### config.mk
export PLATFORM = sky130hd
export DESIGN_NAME = bin_ascii_seq_ctrl
export DESIGN_NICKNAME = d
export VERILOG_FILES = /design/src/rtl/bin_ascii_pkg.sv /design/src/rtl/bin_ascii_dd_step.sv /design/src/rtl/bin_ascii_seq_ctrl.sv
export SDC_FILE = /design/constraint.sdc
export NUM_CORES = 1
export LEC_CHECK = 0
export BUFFER_PORTS_ARGS = -buffer_cell sky130_fd_sc_hd__buf_2
export CELL_PAD_IN_SITES_DETAIL_PLACEMENT = 0
export CELL_PAD_IN_SITES_GLOBAL_PLACEMENT = 1
export CORE_AREA = 2 2 74 76
export DETAILED_ROUTE_END_ITERATION = 10
export DIE_AREA = 0 0 76 78
export HOLD_SLACK_MARGIN = 0.02
export MAX_ROUTING_LAYER = met4
export PLACE_DENSITY = 0.87
export SLEW_MARGIN = 20
export SYNTH_ARGS = -nofsm -noshare
export SYNTH_HDL_FRONTEND = slang
export SYNTH_HIERARCHICAL = 1
export SYNTH_SLANG_ARGS = --single-unit
### constraint.sdc
create_clock -name clk -period 2.6 [get_ports clk]
set_clock_uncertainty 0.15 [all_clocks]
set_input_delay 0.39 -clock clk [delete_from_list [all_inputs] [get_ports clk]]
set_output_delay 0.39 -clock clk [all_outputs]
set_load 0.005 [all_outputs]
### src/rtl/bin_ascii_pkg.sv
// Shared types and constants for the binary-to-ASCII sequencer.
// Sizes the double-dabble vector and names the sequencer states.
package bin_ascii_pkg;

   typedef enum logic [1:0] {IDLE, CONV, EMIT} state_t;

   localparam logic [7:0] ASCII_ZERO = 8'h30;
   localparam int         CONV_STEPS = 8;
   localparam int         BIN_W      = 8;
   localparam int         BCD_W      = 12;
   localparam int         SH_W       = BIN_W + BCD_W;

endpackage

### src/rtl/bin_ascii_dd_step.sv
// One double-dabble iteration on the {bcd,bin} vector: add 3 to every BCD
// nibble that is 5 or more, then shift the whole vector left by one.
module bin_ascii_dd_step
   import bin_ascii_pkg::*;
(
   input  logic [SH_W-1:0] sh_in,
   output logic [SH_W-1:0] sh_out
);

   logic [SH_W-1:0] adj;

   always_comb begin
      adj = sh_in;
      for (int d = 0; d < BCD_W / 4; d++) begin
         if (sh_in[BIN_W + 4*d +: 4] >= 4'd5)
            adj[BIN_W + 4*d +: 4] = sh_in[BIN_W + 4*d +: 4] + 4'd3;
      end
      sh_out = {adj[SH_W-2:0], 1'b0};
   end

endmodule

### src/rtl/bin_ascii_seq_ctrl.sv
// Converts one 8-bit value to BCD with a shared serial double-dabble step and
// streams the digits as ASCII, most significant first, over valid/ready.
module bin_ascii_seq_ctrl
   import bin_ascii_pkg::*;
#(
   parameter bit         SUPPRESS_ZEROS = 1'b1,
   parameter bit         SEND_TERM      = 1'b1,
   parameter logic [7:0] TERM_CHAR      = 8'h0D
) (
   input  logic       clk,
   input  logic       rst_n,
   input  logic       in_valid,
   output logic       in_ready,
   input  logic [7:0] in_data,
   output logic       out_valid,
   input  logic       out_ready,
   output logic [7:0] out_char,
   output logic       out_last,
   output logic       busy
);

   state_t          state, state_nxt;
   logic [SH_W-1:0] sh, sh_nxt, sh_step;
   logic [2:0]      step, step_nxt;
   logic [1:0]      emit_idx, emit_idx_nxt;
   logic            out_valid_nxt, out_last_nxt, in_ready_nxt;
   logic [7:0]      out_char_nxt;

   logic [3:0]      dig_h, dig_t, dig_u;
   logic [7:0]      char_list [4];
   logic [2:0]      char_cnt;
   logic [1:0]      last_idx;

   bin_ascii_dd_step u_step (
      .sh_in  (sh),
      .sh_out (sh_step)
   );

   assign dig_h = sh[BIN_W + 8 +: 4];
   assign dig_t = sh[BIN_W + 4 +: 4];
   assign dig_u = sh[BIN_W     +: 4];
   assign busy  = (state != IDLE);

   // sh is frozen throughout EMIT, so this list is effectively built once on entry.
   always_comb begin
      // NOTE: every combinational output gets a default first so no path infers a latch.
      char_list = '{default: 8'h00};
      char_cnt  = 3'd0;
      if (dig_h != 4'd0 || !SUPPRESS_ZEROS) begin
         char_list[char_cnt[1:0]] = ASCII_ZERO + {4'h0, dig_h};
         char_cnt                 = char_cnt + 3'd1;
      end
      if (dig_h != 4'd0 || dig_t != 4'd0 || !SUPPRESS_ZEROS) begin
         char_list[char_cnt[1:0]] = ASCII_ZERO + {4'h0, dig_t};
         char_cnt                 = char_cnt + 3'd1;
      end
      char_list[char_cnt[1:0]] = ASCII_ZERO + {4'h0, dig_u};
      char_cnt                 = char_cnt + 3'd1;
      if (SEND_TERM) begin
         char_list[char_cnt[1:0]] = TERM_CHAR;
         char_cnt                 = char_cnt + 3'd1;
      end
      last_idx = 2'(char_cnt - 3'd1);
   end

   always_comb begin
      state_nxt     = state;
      sh_nxt        = sh;
      step_nxt      = step;
      emit_idx_nxt  = emit_idx;
      out_valid_nxt = out_valid;
      out_char_nxt  = out_char;
      out_last_nxt  = out_last;
      unique case (state)
         IDLE: begin
            if (in_valid && in_ready) begin
               sh_nxt    = {{BCD_W{1'b0}}, in_data};
               step_nxt  = 3'd0;
               state_nxt = CONV;
            end
         end
         CONV: begin
            sh_nxt   = sh_step;
            step_nxt = step + 3'd1;
            if (step == 3'(CONV_STEPS - 1))
               state_nxt = EMIT;
         end
         EMIT: begin
            // First EMIT cycle only loads the output stage; transfers follow back to back.
            if (!out_valid) begin
               out_valid_nxt = 1'b1;
               out_char_nxt  = char_list[0];
               out_last_nxt  = (last_idx == 2'd0);
               emit_idx_nxt  = 2'd0;
            end else if (out_ready) begin
               if (out_last) begin
                  out_valid_nxt = 1'b0;
                  out_char_nxt  = 8'h00;
                  out_last_nxt  = 1'b0;
                  emit_idx_nxt  = 2'd0;
                  state_nxt     = IDLE;
               end else begin
                  emit_idx_nxt = emit_idx + 2'd1;
                  out_char_nxt = char_list[emit_idx + 2'd1];
                  out_last_nxt = ((emit_idx + 2'd1) == last_idx);
               end
            end
         end
         default: state_nxt = IDLE;
      endcase
      // Registered from the next state so in_ready is low during reset and never
      // depends combinationally on in_valid or out_ready.
      in_ready_nxt = (state_nxt == IDLE);
   end

   always_ff @(posedge clk or negedge rst_n) begin
      if (!rst_n) begin
         state     <= IDLE;
         sh        <= '0;
         step      <= 3'd0;
         emit_idx  <= 2'd0;
         out_valid <= 1'b0;
         out_char  <= 8'h00;
         out_last  <= 1'b0;
         in_ready  <= 1'b0;
      end else begin
         // NOTE: non-blocking assignments keep every flop sampling pre-edge values.
         state     <= state_nxt;
         sh        <= sh_nxt;
         step      <= step_nxt;
         emit_idx  <= emit_idx_nxt;
         out_valid <= out_valid_nxt;
         out_char  <= out_char_nxt;
         out_last  <= out_last_nxt;
         in_ready  <= in_ready_nxt;
      end
   end

endmodule

==> out/metrics.yaml, run 1 <==
critical_path:
  startpoint_type: "flip-flop"
  crit_required_ps: 2640
  worst_setup_path_end_kind: "flip-flop"
  arrival_ps: 2050
  worst-path-max-fanout: 9
  r2r_cells: 4
  reg2reg_slack_ps: 590
  crit_type: "reg2reg"
  r2r_start: "sh[12]$_DFFE_PN0P_"
  r2r_end: "out_char[2]$_DFFE_PN0P_"
detailed_routing:
  drc_errors: 0
  via_count: 1783
  wl_mm: 4.55
  wl_per_cell_microns: 14.1
  first_pass_iters: 4
  via_per_inst: 5.54
  drt_iter0_drc: 159
  postRouteAntennaNets: 0
power:
  power.share.switching_pct: 42.4
  finalPower_w: 0.00326
  p_clk_share_pct: 14.7
  p_comb_share_pct: 50.0
  p_leak_nw: 1.12
  intPower_w: 0.00188
  ir_drop_uv: 559
  seq_power_share_pct: 35.3
  p_switching_w: 0.00138
  cellPowerDensity_nw_per_um2: 1340
synthesis:
  yosysSeqAreaShare_pct: 39.1
  synth.top_cell.area_share_pct: 39.1
  synth_cells: 243
  synth.area.top_cells: "dfrtp_1 39%, mux2i_1 6.3%, a22o_1 5.9%"
  synthFlopType: "dfrtp_1"
  synth-seq-cells: 35
  synth_cell_types: 49
  synth.avg_cell_area_sq_um: 9.21
  netlist_area_sq_um: 2240
  synth_edf_count: 0
  yosysWarnings: 6
  synth_top_area_cell: "dfrtp_1"
  async_flop_share_pct: 100
floorplan:
  die_w_microns: 76
  io_pins: 24
  die_area_sq_um: 5930
  placementRows: 26
  die_h_microns: 78
  initial_core_util_pct: 44.4
  coreArea_sq_um: 5040
timing:
  max_freq_ghz: 0.499
  setup_violations: 0
  slew_viol_final: 0
  period_share_pct: 77.1
  tns_ps: 0
  fin_crit_ps: 2010
  tightest_slew_ps: 812
  rsz0062_at_grt: "false"
  slew_headroom_pct: 45.9
  finalHoldViolations: 0
placed_design:
  dp_hpwl_mm: 3.07
  placed_cells: 315
  globalplace.congestion: 0.822
  io_buffers: 21
  place_area_sq_um: 2330
cells_and_area:
  drive_above_1_share_pct: 17.1
  layout_commonest_cell: "dfrtp_1"
  final_cell_mix: "35 x dfrtp_1, 30 x nand2_1, 21 x buf_2"
  final_core_util_pct: 48.3
  fin_cells: 322
  multi_input_area_sq_um: 1190
  fillerInstances: 495
  final_cell_area_sq_um: 2440
  register_area_sq_um: 876
  area_growth_pct: 8.89
  num_antenna_cells: 0
  nets: 272
clock_tree:
  clockBufferDepth: 2
  cts_setup_buffers: 0
  postCtsHoldBufs: 0
  clkTransAtPathRegs_ps: 70
  htreeDepth: 2
  root_buffer: "clkbuf_8"
  cts.sinks: 35
  cts_tree: "yes"
  cts_buffers: 5
  clock_latency_ps: 280
  cts_resized: 0
global_routing:
  grt_pass1_wl_mm: 8.04
  overflow: 0
  grt_antenna_before_repair: 0
  gr-usage-all-layers_pct: 17.0
  grt_max_degree: 36
  grt_pass1_vias: 1705
worst_hold_path:
  hp-class: "in2async"
status:
  status: "complete, no violations"
job:
  cap_violations: 0
-- through the flow --
step / setup slack, ps / hold slack, ps
floorplan: 766 / -55.6
global placement: 636 / 316
detailed placement: 609 / 326
CTS: 577 / 69.5
global route: 474 / 124
finish: 595 / 47.9
-- metal layers --
metal | track usage [%] | vias to the layer above | share of wire (%)
met2 | 25.8 | 43 | 46
li1 | - | 875 | -
met1 | 23.4 | 859 | 48
met5 | - | - | 0
met4 | 4.55 | 0 | 1.1
met3 | 3.26 | 6 | 4.6
-- flip-flops by register name, summed over array words and instances (netlist names) --
signal	count
emit_idx	2
state	2
out_last	1
sh	20
out_char	5
step	3
in_ready	1
out_valid	1
-- synth_stat cells, drive strengths merged, types with 3 or more instances --
cell type / instances
nand2b: 7
clkbuf: 9
dfrtp: 35
o21ai: 15
nor2: 13
ha: 8
or3: 3
nand3: 3
a22o: 15
a21oi: 13
a31oi: 3
nand2: 30
o211ai: 3
buf: 16
nor2b: 6
xnor2: 3
inv: 9
mux2i: 14
-- worst max-delay path, stage by stage, from the launching register on --
cell      delay [ps]
dfrtp_1          480
or4_1            710
a21oi_1          220
o32ai_1          110
o311ai_2         250
-- area by class of cell --
type	count	area share [%]
Sequential cell	35	35.9
Clock buffer	5	2.82
Inverter	9	1.39
Tap cell	70	3.59
Clock inverter	2	1.54
Timing Repair Buffer	26	5.85
Multi-Input combinational cell	175	48.9
-- worst max path at each step --
stage                             startpoint                 endpoint  slack, ps
after floorplan           sh[12]$_DFFE_PN0P_  out_char[2]$_DFFE_PN0P_        770
after global routing      sh[12]$_DFFE_PN0P_  out_char[2]$_DFFE_PN0P_        470
after global placement    sh[12]$_DFFE_PN0P_  out_char[2]$_DFFE_PN0P_        640
after CTS                 sh[12]$_DFFE_PN0P_  out_char[2]$_DFFE_PN0P_        580
final                     sh[12]$_DFFE_PN0P_  out_char[2]$_DFFE_PN0P_        590
after detailed placement  sh[12]$_DFFE_PN0P_  out_char[2]$_DFFE_PN0P_        610
-- kinds of logic (layout without fill, tap and decap cells) --
logic type / count (synthesis) / in the layout / synth area share, %
compound gates: 68 / 68 / 22.2
xor+xnor: 3 / 3 / 1.17
simple gates: 76 / 76 / 17.0
mux: 16 / 16 / 7.27
flops: 35 / 35 / 39.1
buf+inv: 34 / 42 / 7.94
other cells: 2 / 3 / 0.336
fa+ha+maj: 9 / 9 / 4.92
-- power groups by stage --
| stage | Clock (W) | Sequential [W] | Combinational, W |
|---|---|---|---|
| final | 0.000480 | 0.00115 | 0.00163 |
| after floorplan | 0 | 0.00103 | 0.00143 |
| after global placement | 0 | 0.00114 | 0.00162 |
| after CTS | 0.000495 | 0.00115 | 0.00165 |
| after global routing | 0.000519 | 0.00120 | 0.00185 |
| after detailed placement | 0 | 0.00116 | 0.00164 |
Power figures use the tool's default switching activity.
==> run 2, diff against run 1 <==
clock period = 2 ns   (was 2.6 ns; I/O delays follow)
==> run 2 against run 1 <==
- utilization increased by 1.9 points
- hold slack improved by 85 ps
- first-iteration DRC count fell by 12%
- die area did not move
- combinational power rose by 46%
- critical path type unchanged
==> out/metrics.yaml, run 2 (synthesized netlist as in run 1, its figures left out) <==
global_routing:
  grt_pass1_wl_mm: 8.29  # +3.1%
  grt_max_degree: 36  # unchanged
  overflow: 0  # unchanged
  grt_antenna_before_repair: 0  # unchanged
  gr-usage-all-layers_pct: 17.3  # +0.37 points
  grt_pass1_vias: 1838  # +7.8%
critical_path:
  cp_cell_sequence: "or4_1, a21oi_1, o32ai_1, o311ai_2"
  crit_family: "simple AND/OR/NAND/NOR gates"
  startpoint_type: "flip-flop"
  arrival_ps: 1920  # -130 ps
  path_depth: 4  # unchanged
  cpMaxStageDelayCell: "or4_1"
  crit_type: "reg2reg"
  crit_buf_inv: 0  # unchanged
  crit_required_ps: 2040  # -600 ps
  worst-path-max-fanout: 8  # -1
  r2r_cells: 4  # unchanged
  cpPeakStageDelay_ps: 690  # -20 ps
  worst_setup_path_end_kind: "flip-flop"
clock_tree:
  clkTransAtPathRegs_ps: 70  # about the same
  clockBufferDepth: 2  # unchanged
  cts_resized: 0  # unchanged
  cts_tree: "yes"
  cts_buffers: 5  # unchanged
  htreeDepth: 2  # unchanged
  cts.sinks: 35  # unchanged
  root_buffer: "clkbuf_8"
  clock_latency_ps: 290  # about the same
timing:
  slew_viol_final: 0  # unchanged
  period_share_pct: 94.0  # +17 points
  fin_crit_ps: 1880  # -125 ps
  setup_violations: 0  # unchanged
  rsz0062_at_grt: "false"
  max_freq_ghz: 0.532  # +6.6%
  finalHoldViolations: 0  # unchanged
  tns_ps: 0  # unchanged
cells_and_area:
  final_cell_mix: "35 x dfrtp_1, 30 x nand2_1, 21 x buf_2"
  drive_above_1_share_pct: 20.4  # +3.3 points
  layout_commonest_cell: "dfrtp_1"
  area_growth_pct: 13.2
  top_register: "sh"
  num_antenna_cells: 0  # unchanged
  fillerInstances: 469  # -5.3%
  reg.largest.list: "sh x20, out_char x5, step x3"
  largest_reg_flops: 20  # unchanged
  fin_cells: 335  # +4.0%
  nets: 285  # +4.8%
power:
  p_switching_w: 0.00182  # +32%
  ir_drop_uv: 751  # +34%
  power.share.switching_pct: 41.7  # -0.69 points
  p_clk_share_pct: 14.3  # -0.4 points
  p_leak_nw: 1.19  # +5.8%
  p_comb_share_pct: 54.4  # +4.4 points
  cellPowerDensity_nw_per_um2: 1730  # +29%
  intPower_w: 0.00255  # +36%
  seq_power_share_pct: 31.3  # -4.0 points
detailed_routing:
  drc_errors: 0  # unchanged
  drt_iter0_drc: 140  # -12%
  postRouteAntennaNets: 0  # unchanged
  wl_mm: 4.64  # +2.0%
  wl_per_cell_microns: 13.9  # -2.0%
  first_pass_iters: 4  # unchanged
  via_per_inst: 5.44  # -1.8%
  via_count: 1822  # +2.2%
floorplan:
  die_h_microns: 78  # unchanged
  initial_core_util_pct: 44.4  # unchanged
  coreArea_sq_um: 5040  # unchanged
  io_pins: 24  # unchanged
  die_area_sq_um: 5930  # unchanged
  placementRows: 26  # unchanged
  die_w_microns: 76  # unchanged
placed_design:
  dp_hpwl_mm: 3.22  # +4.9%
  placed_cells: 327  # +3.8%
  globalplace.congestion: 0.818  # -0.55%
  io_buffers: 21  # unchanged
worst_hold_path:
  hold_depth: 3
  hp-class: "in2reg"
status:
  status: "complete, no violations"
job:
  cap_violations: 0  # unchanged
run 2: routing by layer:
layer | track usage, % | wire length (microns)
met2 | 28.6 | 2150
met3 | 3.02 | 156
met5 | - | 0
met4 | 4.18 | 31
met1 | 22.5 | 2300
run 2: final cells by class:
cell class / instances / area [sq um] / share of cell area, %
multi-input cells: 175 / 1190 / 47.0
flip-flops and latches: 35 / 876 / 34.6
repair buffers: 39 / 243 / 9.58
well taps: 70 / 87.6 / 3.46
clock buffers: 6 / 72.6 / 2.86
inverters: 9 / 33.8 / 1.33
clock inverters: 1 / 30.0 / 1.19
run 2: per-stage QoR:
| step | power, W | worst slack [ps] | hold WS (ps) | area [sq um] | utilization, % |
|---|---|---|---|---|---|
| after CTS | 0.00440 | 106 | 129 | 2530 | 50.2 |
| after floorplan | 0.00321 | 166 | -146 | 2240 | - |
| after global routing | 0.00478 | 9.40 | 150 | 2530 | 50.2 |
| after detailed placement | 0.00376 | 128 | 218 | 2420 | 48.0 |
| final | 0.00438 | 120 | 133 | 2530 | 50.2 |
| after global placement | 0.00370 | 181 | 220 | 2420 | 48.0 |
run 2: path summary, 6_finish.rpt:
check	start	endpoint	slack, ps
min in group asynchronous	rst_n	out_char[3]$_DFFE_PN0P_	420
max in group asynchronous	rst_n	emit_idx[0]$_DFFE_PN0P_	940
setup reg to reg	sh[12]$_DFFE_PN0P_	out_char[2]$_DFFE_PN0P_	120
hold reg to reg	out_char[3]$_DFFE_PN0P_	out_char[3]$_DFFE_PN0P_	340
hold / removal	in_data[0]	sh[0]$_DFFE_PN0P_	130
setup / recovery	sh[12]$_DFFE_PN0P_	out_char[2]$_DFFE_PN0P_	120
run 2: what timing repair did:
item | CTS | global route
endpoints found under the hold margin | 35 | 0
setup buffers | 0 | 0
hold buffers | 1 | 0
run 2: tightest hold or removal path, stage by stage:
cell and delay (ps):
buf_2 80, mux2i_1 50, o21ai_1 100
run 2: power by group through the flow:
stage          logic, W  clock network, W  registers, W
2_1_floorplan   0.00186                 0       0.00135
3_3_place_gp    0.00233                 0       0.00138
3_5_place_dp    0.00238                 0       0.00138
4_1_cts         0.00239          0.000640       0.00137
5_1_grt         0.00268          0.000668       0.00143
6_report        0.00238          0.000626       0.00137
